--- src/rtl/usb_pkg.sv ---
// Shared definitions for the FT245-style USB FIFO bridge: frame layout,
// transmitter FSM states and the status-frame checksum helper.
package usb_pkg;

   localparam logic [7:0]  FRAME_HDR = 8'hA5;
   localparam int unsigned FRAME_LEN = 6;

   typedef enum logic [2:0] {
      ST_IDLE,
      ST_WAIT_TXE,
      ST_SETUP,
      ST_WR_HI,
      ST_HOLD,
      ST_SI,
      ST_FIN
   } tx_state_t;

   // Checksum byte: XOR of the four payload bytes (frame indices 1-4)
   function automatic logic [7:0] frame_checksum(input logic [4:0] st,
                                                 input logic [7:0] freq,
                                                 input logic [7:0] amp,
                                                 input logic [7:0] phase);
      return {3'b000, st} ^ freq ^ amp ^ phase;
   endfunction

endpackage

--- src/rtl/usb_tx_frame_sync2.sv ---
// Two-flop synchronizer with asynchronous active-high reset.
module sync2 #(
   parameter logic RST_VAL = 1'b0
) (
   input  logic clk,
   input  logic rst,
   input  logic d,
   output logic q
);

   logic meta;

   // Two back-to-back flops to settle the asynchronous input
   always_ff @(posedge clk or posedge rst) begin
      if (rst) begin
         meta <= RST_VAL;
         q    <= RST_VAL;
      end else begin
         meta <= d;
         q    <= meta;
      end
   end

endmodule

--- src/rtl/usb_tx_frame.sv ---
// Host-bound status-frame transmitter for the FT245-style FIFO bridge.
// Snapshots generator settings on req and writes a 6-byte frame using the
// asynchronous write strobe, gated by synchronized TXE#.
// Optional feature macro: USB_TX_SI_EN (Send-Immediate pulse after byte 5).
module usb_tx_frame #(
   parameter int unsigned SETUP_CYC = 2,
   parameter int unsigned WR_HI_CYC = 4,
   parameter int unsigned HOLD_CYC  = 1,
   parameter int unsigned SI_CYC    = 4
) (
   input  logic       clk,
   input  logic       rst,
   input  logic       req,
   input  logic [4:0] state,
   input  logic [7:0] state_freq,
   input  logic [7:0] state_amp,
   input  logic [7:0] state_phase,
   output logic       busy,
   output logic       done,
   input  logic       txe,
   output logic       wr,
   output logic [7:0] d_out,
   output logic       d_oe,
   output logic       si
);

   import usb_pkg::*;

   // WAIT_TXE ignores txe_s for this many cycles so that the TXE# response
   // to the previous write has made it through the synchronizer.
   localparam int unsigned SYNC_CYC = 2;

   localparam int unsigned MAX_AB  = (SETUP_CYC > WR_HI_CYC) ? SETUP_CYC : WR_HI_CYC;
   localparam int unsigned MAX_CD  = (HOLD_CYC > SI_CYC) ? HOLD_CYC : SI_CYC;
   localparam int unsigned MAX_P   = (MAX_AB > MAX_CD) ? MAX_AB : MAX_CD;
   localparam int unsigned CNT_MAX = (MAX_P > SYNC_CYC) ? MAX_P : SYNC_CYC;
   localparam int unsigned CNT_W   = $clog2(CNT_MAX + 1);

   localparam logic [2:0] LAST_IDX = 3'(FRAME_LEN - 1);

   tx_state_t              tx_st;
   logic [2:0]             idx;
   logic [CNT_W-1:0]       cnt;
   logic [FRAME_LEN-1:0][7:0] frame;
   logic                   txe_s;

   sync2 #(.RST_VAL(1'b1)) u_txe_sync (
      .clk (clk),
      .rst (rst),
      .d   (txe),
      .q   (txe_s)
   );

`ifdef USB_TX_SI_EN
   logic si_r;
   assign si = si_r;
`else
   assign si = 1'b1;
`endif

   // Frame sequencer: snapshot, per-byte TXE# gating, write strobe timing
   always_ff @(posedge clk or posedge rst) begin
      if (rst) begin
         tx_st <= ST_IDLE;
         idx   <= '0;
         cnt   <= '0;
         frame <= '0;
         wr    <= 1'b0;
         d_oe  <= 1'b0;
         d_out <= '0;
         busy  <= 1'b0;
         done  <= 1'b0;
`ifdef USB_TX_SI_EN
         si_r  <= 1'b1;
`endif
      end else begin
         done <= 1'b0;
         case (tx_st)
            ST_IDLE: begin
               if (req) begin
                  frame <= {frame_checksum(state, state_freq, state_amp, state_phase),
                            state_phase, state_amp, state_freq, {3'b000, state}, FRAME_HDR};
                  idx   <= '0;
                  cnt   <= '0;
                  busy  <= 1'b1;
                  tx_st <= ST_WAIT_TXE;
               end
            end
            ST_WAIT_TXE: begin
               if (cnt < CNT_W'(SYNC_CYC)) begin
                  cnt <= cnt + CNT_W'(1);
               end else if (!txe_s) begin
                  cnt   <= '0;
                  d_oe  <= 1'b1;
                  d_out <= frame[idx];
                  tx_st <= ST_SETUP;
               end
            end
            ST_SETUP: begin
               if (cnt == CNT_W'(SETUP_CYC - 1)) begin
                  cnt   <= '0;
                  wr    <= 1'b1;
                  tx_st <= ST_WR_HI;
               end else begin
                  cnt <= cnt + CNT_W'(1);
               end
            end
            ST_WR_HI: begin
               if (cnt == CNT_W'(WR_HI_CYC - 1)) begin
                  cnt   <= '0;
                  wr    <= 1'b0;
                  tx_st <= ST_HOLD;
               end else begin
                  cnt <= cnt + CNT_W'(1);
               end
            end
            ST_HOLD: begin
               if (cnt == CNT_W'(HOLD_CYC - 1)) begin
                  cnt  <= '0;
                  d_oe <= 1'b0;
                  if (idx < LAST_IDX) begin
                     idx   <= idx + 3'd1;
                     tx_st <= ST_WAIT_TXE;
                  end else begin
`ifdef USB_TX_SI_EN
                     si_r  <= 1'b0;
                     tx_st <= ST_SI;
`else
                     tx_st <= ST_FIN;
`endif
                  end
               end else begin
                  cnt <= cnt + CNT_W'(1);
               end
            end
`ifdef USB_TX_SI_EN
            ST_SI: begin
               if (cnt == CNT_W'(SI_CYC - 1)) begin
                  cnt   <= '0;
                  si_r  <= 1'b1;
                  tx_st <= ST_FIN;
               end else begin
                  cnt <= cnt + CNT_W'(1);
               end
            end
`endif
            ST_FIN: begin
               done  <= 1'b1;
               busy  <= 1'b0;
               idx   <= '0;
               tx_st <= ST_IDLE;
            end
            default: begin
               tx_st <= ST_IDLE;
            end
         endcase
      end
   end

endmodule

--- config.mk ---
export PLATFORM = sky130hd
export DESIGN_NAME = usb_tx_frame
export DESIGN_NICKNAME = d
export VERILOG_FILES = /design/src/rtl/usb_pkg.sv /design/src/rtl/usb_tx_frame_sync2.sv /design/src/rtl/usb_tx_frame.sv
export SDC_FILE = /design/constraint.sdc
export NUM_CORES = 1
export LEC_CHECK = 0
export ABC_AREA = 0
export BUFFER_PORTS_ARGS = -buffer_cell sky130_fd_sc_hd__buf_2
export CAP_MARGIN = 25
export CORE_UTILIZATION = 34
export DETAILED_ROUTE_END_ITERATION = 10
export SLEW_MARGIN = 20
export SYNTH_ARGS = -nofsm -noshare
export SYNTH_HDL_FRONTEND = slang
export SYNTH_SLANG_ARGS = --single-unit
--- constraint.sdc ---
create_clock -name clk -period 2.5 [get_ports clk]
set_input_delay 0.25 -clock clk [delete_from_list [all_inputs] [get_ports clk]]
set_output_delay 0.25 -clock clk [all_outputs]
set_load 0.05 [all_outputs]
==> insert_results.sql, run 1 <==
INSERT INTO impl_metrics (metric_group, metric, value, unit) VALUES
('global_routing', 'grt_first_pass_wirelength', '11450', 'µm'),
('floorplan', 'floorplan.core_area', '8891', 'µm²'),
('setup_path', 'largest_driver_fanout_on_the_critical_path', '32', ''),
('synth', 'synth.distinct_cells', '43', ''),
('clocking', 'clock-root-buffer', 'sky130_fd_sc_hd__clkbuf_8', ''),
('floorplan', 'floorplan.die_area', '9723', 'µm²'),
('status', 'run_status', 'finished with violations', ''),
('place', 'dpl-instance-area', '3473', 'µm²'),
('synth', 'dominant_combinational_cell_family_by_area_after_synthesis', 'simple AND/OR/NAND/NOR gates', ''),
('detailed_routing', 'wl', '6653', 'µm'),
('synth', 'complex_gate_fraction_of_the_synthesized_area', '0.1203', ''),
('cells_and_area', 'nets', '423', ''),
('detailed_routing', 'vias_per_cell', '4.859', ''),
('clocking', 'worst_setup_hold_path_clk_slew', '0.07', 'ns'),
('detailed_routing', 'wl_per_cell', '13.41', 'µm'),
('global_routing', 'first_global_vias', '2399', ''),
('status', 'failed_checks', 'negative hold slack', ''),
('cells_and_area', 'fin_area', '3659', 'µm²'),
('global_routing', 'antenna_found_initial', '0', ''),
('place', 'place.gp.congestion', '0.8286', ''),
('synth', 'synthXorXnorAreaFrac', '0.05797', ''),
('clocking', 'tritoncts', 'yes', ''),
('detailed_routing', 'drt_iter0_drc', '111', ''),
('detailed_routing', 'routed-via-count', '2410', ''),
('synth', 'ys_ff_latch', '61', ''),
('cells_and_area', 'drive_gt1_frac', '0.2139', ''),
('timing', 'finalSetupTns', '0', 'ns'),
('clocking', 'clock_insertion_delay_worst_skew', '0.34', 'ns'),
('timing', 'timing.final.crit_share', '0.7411', ''),
('synth', 'synth-adder-area-share', '0.02366', ''),
('power', 'cellPowerDensity', '1147', 'nW/µm²'),
('place', 'placement.io_buffers', '44', ''),
('synth', 'async_flop_share', '1.000', ''),
('floorplan', 'die_width', '98.61', 'µm'),
('timing', 'max_freq', '539.8', 'MHz'),
('synth', 'synthesis.instances', '342', ''),
('setup_path', 'criticalPathCategory', 'reg -> reg', ''),
('timing', 'timing_worst_slew_pin_value', '0.7690', 'ns'),
('floorplan', 'ios', '46', ''),
('cells_and_area', 'multi_input_area', '1485', 'µm²'),
('synth', 'yosys_warnings', '0', ''),
('job', 'max_cap_violations', '0', ''),
('timing', 'max_slew_margin', '0.4874', ''),
('synth', 'seq_area_frac_synth', '0.4819', ''),
('timing', 'rsz0062_at_grt', 'false', ''),
('setup_path', 'worst_path_max_delay_cell', 'sky130_fd_sc_hd__or3_1', ''),
('detailed_routing', 'detailed_router_iteration_count_before_antenna_repair', '4', ''),
('synth', 'synth_enable_flop_cells', '0', ''),
('timing', 'fin_skew', '0.01256', 'ns'),
('timing', 'final_setup_violations', '0', ''),
('clocking', 'tritoncts.num_buffers', '9', ''),
('synth', 'netlist_area_before_placement', '3173', 'µm²'),
('global_routing', 'grt_remaining_overflow', '0', ''),
('timing', 'final.min_clock_period', '1.853', 'ns'),
('cells_and_area', 'seqCellArea', '1529', 'µm²'),
('setup_path', 'critical_path_required', '2.72', 'ns'),
('timing', 'drv_slew', '0', ''),
('synth', 'synth_nets', '381', ''),
('timing', 'finalHoldWorstSlack', '-0.007128', 'ns'),
('cells_and_area', 'final_core_utilization', '0.4115', ''),
('floorplan', 'rows', '34', ''),
('setup_path', 'cell_family_with_the_largest_share_of_critical_path_delay', 'simple AND/OR/NAND/NOR gates', ''),
('setup_path', 'critPathMaxStageDelay', '0.57', 'ns'),
('synth', 'ys_flop_type', 'sky130_fd_sc_hd__dfrtp_1', ''),
('synth', 'syn-mean-instance-area', '9.278', 'µm²'),
('place', 'hpwlAfterDp', '4661', 'µm'),
('floorplan', 'start_util', '0.3569', ''),
('detailed_routing', 'route.antenna.remaining_nets', '0', ''),
('setup_path', 'path_buf_inv', '1', ''),
('timing', 'hold_viol_final', '20', ''),
('setup_path', 'startpoint_type', 'register', '');
==> synth_stat cells (2+ instances only) <==
master / count / area share
sky130_fd_sc_hd__mux4_2: 2 / 0.014
sky130_fd_sc_hd__buf_6: 4 / 0.014
sky130_fd_sc_hd__nand2_1: 104 / 0.12
sky130_fd_sc_hd__a31oi_1: 4 / 0.0079
sky130_fd_sc_hd__xnor2_1: 18 / 0.050
sky130_fd_sc_hd__ha_1: 6 / 0.024
sky130_fd_sc_hd__inv_1: 11 / 0.013
sky130_fd_sc_hd__mux2i_1: 6 / 0.019
sky130_fd_sc_hd__xor2_1: 3 / 0.0083
sky130_fd_sc_hd__nand2b_1: 7 / 0.014
sky130_fd_sc_hd__a22oi_1: 4 / 0.0095
sky130_fd_sc_hd__a211oi_1: 3 / 0.0071
sky130_fd_sc_hd__dfstp_2: 2 / 0.017
sky130_fd_sc_hd__nand3_1: 3 / 0.0047
sky130_fd_sc_hd__buf_2: 8 / 0.013
sky130_fd_sc_hd__nor2_1: 16 / 0.019
sky130_fd_sc_hd__clkbuf_1: 4 / 0.0047
sky130_fd_sc_hd__and2_1: 2 / 0.0039
sky130_fd_sc_hd__nor2b_1: 4 / 0.0079
sky130_fd_sc_hd__mux2_2: 8 / 0.028
sky130_fd_sc_hd__dfrtp_1: 59 / 0.47
sky130_fd_sc_hd__o21ai_0: 20 / 0.032
sky130_fd_sc_hd__a21oi_1: 16 / 0.025
sky130_fd_sc_hd__a22o_1: 3 / 0.0083
sky130_fd_sc_hd__a2111oi_0: 2 / 0.0055
sky130_fd_sc_hd__buf_4: 3 / 0.0071
sky130_fd_sc_hd__nor3_1: 4 / 0.0063
==> per-stage QoR <==
step	std cells	setup WS [ns]
after global routing	496	0.4785
final	496	0.6473
after detailed placement	480	0.6490
after global placement	480	0.6856
after floorplan	342	0.7403
after CTS	496	0.6398
==> layout by cell type (no fill, tap or decap), drive strengths merged, types with 6 or more instances in the layout <==
cell type and n:
clkbuf 10, nand2 104, mux2 9, nand2b 7
xnor2 18, nor2 16, a21oi 16, nor2b 6
inv 11, buf 49, ha 6, mux2i 6
o21ai 21, dfrtp 59
==> cells by family (layout without fill, tap and decap cells) <==
family,count (synthesis),count (layout)
compound gates,61,61
xor+xnor,21,21
fa+ha+maj,6,6
buf+inv,30,76
flops,61,61
mux,17,17
other cells,1,1
simple gates,145,145
==> per-layer routing <==
metal,vias up,wire (µm),GRT usage
met1,1136,3199,0.2014
met2,51,3074,0.2367
li1,1217,-,-
met5,-,0,0
met4,0,79,0.04133
met3,6,299,0.04681
==> flip-flops by register name (all words and copies together) (netlist names) <==
signal	flops
busy	1
cnt	3
d_oe	1
d_out	8
done	1
frame	38
idx	3
tx_st	3
u_txe_sync.meta	1
u_txe_sync.q	1
wr	1
==> cell type report <==
cell class	count	area share
multi-input combinational	251	0.4059
sequential	61	0.4179
timing repair buffer	50	0.08003
tap	108	0.03694
inverter	11	0.01129
clock inverter	5	0.01026
clock buffer	10	0.03762
==> where the power goes <==
| part | total, mW | internal, mW | leakage, nW | switching, mW |
|---|---|---|---|---|
| sequential | 1.72 | 1.40 | 0.744 | 0.322 |
| clock | 0.778 | 0.382 | 0.0843 | 0.396 |
| combinational | 1.70 | 0.673 | 0.882 | 1.03 |
| total | 4.20 | 2.45 | 1.71 | 1.74 |
==> worst paths after layout <==
kind | start | end | slack (ns) | cells past startpoint
min | rst | d_out[3] | -0.007 | 2
min in group clk | state_freq[5] | frame[21] | 0.12 | 3
max | tx_st[2] | frame[41] | 0.65 | 5
max reg2reg | tx_st[2] | frame[41] | 0.65 | 5
min reg2reg | u_txe_sync.meta | u_txe_sync.q | 0.35 | 0
max in group asynchronous | rst | frame[43] | 1.91 | 3
==> repair_timing <==
action,in CTS,in global routing
hold buffers,1,0
hold endpoints to repair,1,0
buffers inserted,0,0
Power figures use the tool's default switching activity.
==> run 2, diff against run 1 <==
clock period = 1.7 ns   (was 2.5 ns; I/O delays follow)
==> insert_results.sql, run 2 (synthesis gave the netlist of run 1 again) <==
INSERT INTO impl_metrics (metric_group, metric, value, unit) VALUES
('setup_path', 'r2r_end', 'cnt[0]', ''),
('timing', 'rsz0062_at_grt', 'true', ''),
('timing', 'max_freq', '604.7', 'MHz'),
('clocking', 'clock_path_buffers', '2', ''),
('setup_path', 'criticalPathCategory', 'reg -> reg', ''),
('place', 'hpwlAfterDp', '5016', 'µm'),
('detailed_routing', 'wl_per_cell', '13.41', 'µm'),
('min_path', 'min_delay_path_depth', '3', ''),
('cells_and_area', 'area_growth', '23.19', '%'),
('place', 'placement.io_buffers', '44', ''),
('detailed_routing', 'detailed_router_iteration_count_before_antenna_repair', '4', ''),
('clocking', 'cts.sink_count', '61', ''),
('global_routing', 'antenna_found_initial', '0', ''),
('detailed_routing', 'drt_iter0_drc', '89', ''),
('global_routing', 'grt_usage', '0.1567', ''),
('timing', 'hold_viol_final', '0', ''),
('floorplan', 'die_width', '98.61', 'µm'),
('cells_and_area', 'antenna_cells_inserted', '0', ''),
('timing', 'final_setup_violations', '0', ''),
('place', 'place.gp.congestion', '0.8294', ''),
('cells_and_area', 'largest-register', 'frame', ''),
('cells_and_area', 'most_common_library_cell_in_the_layout_ignoring_fill_and_taps', 'sky130_fd_sc_hd__nand2_1', ''),
('global_routing', 'grt_remaining_overflow', '0', ''),
('floorplan', 'rows', '34', ''),
('power', 'total_switching_power', '2.678', 'mW'),
('setup_path', 'worstPathCellList', 'inv_1 -> ha_1 -> nand2b_1 -> a22o_1 -> a221o_1 -> mux2_4', ''),
('timing', 'finalHoldWorstSlack', '0.04313', 'ns'),
('detailed_routing', 'drt_drc_violations_left', '0', ''),
('setup_path', 'startpoint_type', 'register', ''),
('floorplan', 'ios', '46', ''),
('cells_and_area', 'seqCellArea', '1530', 'µm²'),
('clocking', 'ctsHtreeMaxLevel', '3', ''),
('setup_path', 'crit_arrival', '1.88', 'ns'),
('setup_path', 'cell_family_with_the_largest_share_of_critical_path_delay', 'compound AO/OA/AOI/OAI gates', ''),
('global_routing', 'first_global_vias', '2455', ''),
('floorplan', 'floorplan.die_area', '9723', 'µm²'),
('cells_and_area', 'final_cell_mix', 'sky130_fd_sc_hd__nand2_1 (104), sky130_fd_sc_hd__dfrtp_1 (58), sky130_fd_sc_hd__buf_2 (44)', ''),
('timing', 'fin_skew', '0.007780', 'ns'),
('floorplan', 'start_util', '0.3569', ''),
('clocking', 'clock-root-buffer', 'sky130_fd_sc_hd__clkbuf_8', ''),
('cells_and_area', 'nets', '444', ''),
('clocking', 'worst_setup_hold_path_clk_slew', '0.08', 'ns'),
('detailed_routing', 'vias_per_cell', '4.828', ''),
('power', 'cellPowerDensity', '1766', 'nW/µm²'),
('setup_path', 'reg2reg_setup_slack', '0.05', 'ns'),
('setup_path', 'r2r_start', 'cnt[1]', ''),
('cells_and_area', 'final_core_utilization', '0.4396', ''),
('detailed_routing', 'routed-via-count', '2501', ''),
('cells_and_area', 'nFillCells', '871', ''),
('min_path', 'worst_hold_startpoint', 'state[4]', ''),
('power', 'share_comb_of_total_power', '0.417', ''),
('power', 'power.static_leakage', '1.857', 'nW'),
('power', 'irDropWorstVdd', '0.0006053', 'V'),
('power', 'power.share.switching', '0.3879', ''),
('setup_path', 'rr_worst_depth', '6', ''),
('detailed_routing', 'wl', '6945', 'µm'),
('detailed_routing', 'route.antenna.remaining_nets', '0', ''),
('setup_path', 'critical_path_required', '1.93', 'ns'),
('setup_path', 'critPathMaxStageDelay', '0.40', 'ns'),
('clocking', 'clock_insertion_delay_worst_skew', '0.34', 'ns'),
('setup_path', 'worst_path_max_delay_cell', 'sky130_fd_sc_hd__dfrtp_1', ''),
('floorplan', 'floorplan.core_area', '8891', 'µm²'),
('status', 'run_status', 'completed', ''),
('cells_and_area', 'layout_top_registers', 'frame x38, d_out x8', ''),
('job', 'max_cap_violations', '0', ''),
('place', 'dpl-instance-area', '3621', 'µm²'),
('setup_path', 'setup.worst_path.end_class', 'register', ''),
('power', 'cell_internal_pwr', '4.226', 'mW'),
('global_routing', 'grt_start_max_net_pins', '47', ''),
('global_routing', 'grt_first_pass_wirelength', '11860', 'µm'),
('cells_and_area', 'fin_area', '3909', 'µm²'),
('min_path', 'holdPathEnd', 'frame[12]', ''),
('clocking', 'tritoncts.num_buffers', '9', ''),
('setup_path', 'path_buf_inv', '1', ''),
('floorplan', 'vert_die_dim', '98.61', 'µm'),
('timing', 'drv_slew', '0', ''),
('cells_and_area', 'largest_reg_flops', '38', ''),
('cells_and_area', 'drive_gt1_frac', '0.2585', ''),
('power', 'clock_power_share', '0.232', ''),
('power', 'proportion_of_power_drawn_by_flip_flops_and_latches', '0.352', ''),
('min_path', 'hold_path_class', 'in -> reg', ''),
('timing', 'timing.final.crit_share', '0.9728', ''),
('setup_path', 'largest_driver_fanout_on_the_critical_path', '3', ''),
('clocking', 'tritoncts', 'yes', ''),
('timing', 'final.min_clock_period', '1.654', 'ns'),
('cells_and_area', 'multi_input_area', '1491', 'µm²');
==> run 2: metrics by stage <==
step	setup TNS, ns	cells	worst slack, ns	power (mW)
after CTS	0	516	0.02274	6.927
after detailed placement	0	498	0.03776	5.291
after floorplan	0	342	0.02027	4.497
after global placement	0	498	0.06030	5.267
final	0	518	0.04616	6.904
after global routing	-0.04735	518	-0.03033	7.417
==> run 2: power by group through the flow <==
stage / registers [mW] / clock network, mW / logic (mW)
6_report: 2.43 / 1.60 / 2.88
5_1_grt: 2.51 / 1.69 / 3.21
4_1_cts: 2.44 / 1.64 / 2.85
3_5_place_dp: 2.46 / 0 / 2.83
3_3_place_gp: 2.45 / 0 / 2.81
2_1_floorplan: 2.75 / 0 / 1.75
==> run 2: worst register-to-register path: stages (launching register included) <==
cell                       delay [ns]
sky130_fd_sc_hd__dfrtp_1         0.40
sky130_fd_sc_hd__inv_1           0.09
sky130_fd_sc_hd__ha_1            0.17
sky130_fd_sc_hd__nand2b_1        0.08
sky130_fd_sc_hd__a22o_1          0.22
sky130_fd_sc_hd__a221o_1         0.32
sky130_fd_sc_hd__mux2_4          0.26
==> run 2: area by class of cell <==
cell class              instances  area share
clock buffers                   9     0.03169
clock inverters                 7     0.03105
inverters                      11     0.01056
multi-input cells             251      0.3816
flip-flops and latches         61      0.3915
well taps                     108     0.03457
repair buffers                 71      0.1191
==> run 2: repair_timing <==
| item | in CTS | in global routing |
|---|---|---|
| setup endpoints to repair | 0 | 3 |
| gates resized for setup | 0 | 2 |
| hold buffers | 2 | 0 |
| hold endpoints to repair | 17 | 0 |
| buffers inserted | 0 | 2 |
==> run 2: worst max-delay path by stage <==
stage	start	end	cells past startpoint
after floorplan	rst	busy	1
after global placement	cnt[1]	cnt[0]	6
after detailed placement	cnt[1]	cnt[0]	6
after CTS	cnt[1]	cnt[0]	6
after global routing	cnt[0]	idx[1]	6
final	cnt[1]	cnt[0]	6
==> run 2: routing by layer <==
metal | vias up | GRT usage | wire length, µm
li1 | 1260 | - | -
met1 | 1195 | 0.2036 | 3263
met2 | 39 | 0.2541 | 3352
met3 | 7 | 0.04255 | 234
met4 | 0 | 0.05166 | 95
met5 | - | 0 | 0
==> run 3, diff against run 2 <==
SETUP_SLACK_MARGIN = 0.1   (was default)
==> insert_results.sql, run 3 (synthesis gave the netlist of run 1 again) <==
INSERT INTO impl_metrics (metric_group, metric, value, unit) VALUES
('detailed_routing', 'wl', '7201', 'µm'),
('clocking', 'clock_insertion_delay_worst_skew', '0.33', 'ns'),
('cells_and_area', 'largest-register', 'frame', ''),
('setup_path', 'rr_worst_depth', '6', ''),
('status', 'run_status', 'completed', ''),
('timing', 'hold_viol_final', '0', ''),
('power', 'cellPowerDensity', '1746', 'nW/µm²'),
('cells_and_area', 'fin_area', '3943', 'µm²'),
('clocking', 'clock_path_buffers', '2', ''),
('timing', 'drv_slew', '0', ''),
('power', 'power.static_leakage', '1.831', 'nW'),
('floorplan', 'die_width', '98.61', 'µm'),
('min_path', 'min_delay_path_depth', '3', ''),
('setup_path', 'crit_arrival', '1.91', 'ns'),
('cells_and_area', 'antenna_cells_inserted', '0', ''),
('min_path', 'hold_path_class', 'in -> reg', ''),
('timing', 'finalHoldWorstSlack', '0.04699', 'ns'),
('cells_and_area', 'area_growth', '24.25', '%'),
('global_routing', 'grt_remaining_overflow', '0', ''),
('clocking', 'tritoncts', 'yes', ''),
('setup_path', 'critical_path_required', '1.92', 'ns'),
('timing', 'rsz0062_at_grt', 'true', ''),
('cells_and_area', 'nets', '442', ''),
('cells_and_area', 'drive_gt1_frac', '0.2819', ''),
('detailed_routing', 'detailed_router_iteration_count_before_antenna_repair', '4', ''),
('place', 'place.detailed.instances', '494', ''),
('power', 'proportion_of_power_drawn_by_flip_flops_and_latches', '0.358', ''),
('detailed_routing', 'drt_iter0_drc', '101', ''),
('min_path', 'worst_hold_startpoint', 'state_phase[1]', ''),
('power', 'share_comb_of_total_power', '0.444', ''),
('global_routing', 'grt_first_pass_wirelength', '12280', 'µm'),
('job', 'max_cap_violations', '0', ''),
('floorplan', 'ios', '46', ''),
('setup_path', 'setup.worst_path.end_class', 'register', ''),
('clocking', 'tritoncts.num_buffers', '9', ''),
('cells_and_area', 'final_core_utilization', '0.4434', ''),
('floorplan', 'rows', '34', ''),
('cells_and_area', 'post_layout_nonfiller_instances', '516', ''),
('floorplan', 'start_util', '0.3569', ''),
('power', 'total_switching_power', '2.737', 'mW'),
('power', 'power.share.switching', '0.3975', ''),
('timing', 'fin_skew', '0.006416', 'ns'),
('global_routing', 'first_global_vias', '2598', ''),
('detailed_routing', 'vias_per_cell', '4.891', ''),
('global_routing', 'grt_usage', '0.1598', ''),
('cells_and_area', 'most_common_library_cell_in_the_layout_ignoring_fill_and_taps', 'sky130_fd_sc_hd__nand2_1', ''),
('cells_and_area', 'layout_top_registers', 'frame x38, d_out x8', ''),
('timing', 'timing.final.crit_share', '0.9939', ''),
('setup_path', 'r2r_start', 'cnt[1]', ''),
('timing', 'setup_ws', '0.01036', 'ns'),
('power', 'irDropWorstVdd', '0.0006569', 'V'),
('clocking', 'ctsHtreeMaxLevel', '3', ''),
('cells_and_area', 'nFillCells', '865', ''),
('power', 'cell_internal_pwr', '4.148', 'mW'),
('place', 'pre_cts_ws', '0.04198', 'ns'),
('place', 'placement.io_buffers', '44', ''),
('clocking', 'clock-root-buffer', 'sky130_fd_sc_hd__clkbuf_8', ''),
('min_path', 'holdPathEnd', 'frame[33]', ''),
('global_routing', 'antenna_found_initial', '0', ''),
('cells_and_area', 'final_cell_mix', 'sky130_fd_sc_hd__nand2_1 (104), sky130_fd_sc_hd__dfrtp_1 (56), sky130_fd_sc_hd__buf_2 (44)', ''),
('floorplan', 'floorplan.die_area', '9723', 'µm²'),
('timing', 'max_freq', '591.8', 'MHz'),
('setup_path', 'startpoint_type', 'register', ''),
('place', 'hpwlAfterDp', '4944', 'µm'),
('floorplan', 'floorplan.core_area', '8891', 'µm²'),
('timing', 'final.min_clock_period', '1.690', 'ns'),
('timing', 'final_setup_violations', '0', ''),
('setup_path', 'criticalPathCategory', 'reg -> reg', ''),
('detailed_routing', 'route.antenna.remaining_nets', '0', ''),
('detailed_routing', 'wl_per_cell', '13.96', 'µm'),
('clocking', 'cts.sink_count', '61', ''),
('place', 'place.gp.congestion', '0.8774', ''),
('global_routing', 'grt_start_max_net_pins', '47', ''),
('detailed_routing', 'drt_drc_violations_left', '0', ''),
('cells_and_area', 'largest_reg_flops', '38', ''),
('setup_path', 'r2r_end', 'cnt[0]', ''),
('power', 'clock_power_share', '0.198', ''),
('place', 'dpl-instance-area', '3595', 'µm²'),
('detailed_routing', 'routed-via-count', '2524', ''),
('clocking', 'worst_setup_hold_path_clk_slew', '0.07', 'ns'),
('setup_path', 'reg2reg_setup_slack', '0.01', 'ns'),
('floorplan', 'vert_die_dim', '98.61', 'µm'),
('setup_path', 'largest_driver_fanout_on_the_critical_path', '4', '');
-- run 3: area by class of cell --
| class | instances | area, µm² | share of cell area |
|---|---|---|---|
| clock buffers | 13 | 168.9 | 0.04284 |
| repair buffers | 69 | 462.9 | 0.1174 |
| inverters | 11 | 45.04 | 0.01142 |
| clock inverters | 3 | 42.54 | 0.01079 |
| well taps | 108 | 135.1 | 0.03427 |
| flip-flops and latches | 61 | 1533 | 0.3888 |
| multi-input cells | 251 | 1555 | 0.3945 |
-- run 3: layer usage --
layer	vias to the layer above	GRT usage	wire length, µm
li1	1253	-	-
met1	1187	0.2005	3287
met2	72	0.2633	3453
met3	12	0.04113	341
met4	0	0.06544	118
met5	-	0	0
-- run 3: critical path: stages, from the launching register on --
cell	delay [ns]
sky130_fd_sc_hd__dfrtp_1	0.43
sky130_fd_sc_hd__inv_2	0.11
sky130_fd_sc_hd__ha_4	0.14
sky130_fd_sc_hd__nand2b_4	0.05
sky130_fd_sc_hd__a22o_1	0.23
sky130_fd_sc_hd__a221o_1	0.35
sky130_fd_sc_hd__mux2_4	0.27
-- run 3: power groups by stage --
stage	sequential [mW]	clock [mW]	combinational (mW)
6_report	2.46	1.37	3.06
2_1_floorplan	2.75	0	1.75
4_1_cts	2.45	1.40	2.90
5_1_grt	2.55	1.46	3.37
3_5_place_dp	2.47	0	2.80
3_3_place_gp	2.46	0	2.78
-- run 3: worst max path at each step --
stage	startpoint	to	slack [ns]	cells past startpoint
finish	cnt[1]	cnt[0]	0.01	6
floorplan	cnt[1]	cnt[0]	0.15	6
global placement	cnt[1]	cnt[0]	0.08	6
CTS	cnt[1]	cnt[0]	0.05	6
global route	cnt[1]	cnt[0]	-0.05	6
detailed placement	cnt[1]	cnt[0]	0.04	6
-- run 3: per-stage QoR --
stage,setup TNS [ns],power (mW)
2_1_floorplan,0,4.498
3_3_place_gp,0,5.241
3_5_place_dp,0,5.270
4_1_cts,0,6.750
5_1_grt,-0.06144,7.377
6_report,0,6.885
-- run 3: timing repair --
action | in CTS | in global routing
setup endpoints to repair | 2 | 40
pin swaps | 2 | 3
resized for setup | 7 | 14
buffers inserted | 2 | 2
endpoints found under the hold margin | 14 | 0
hold buffers | 2 | 0
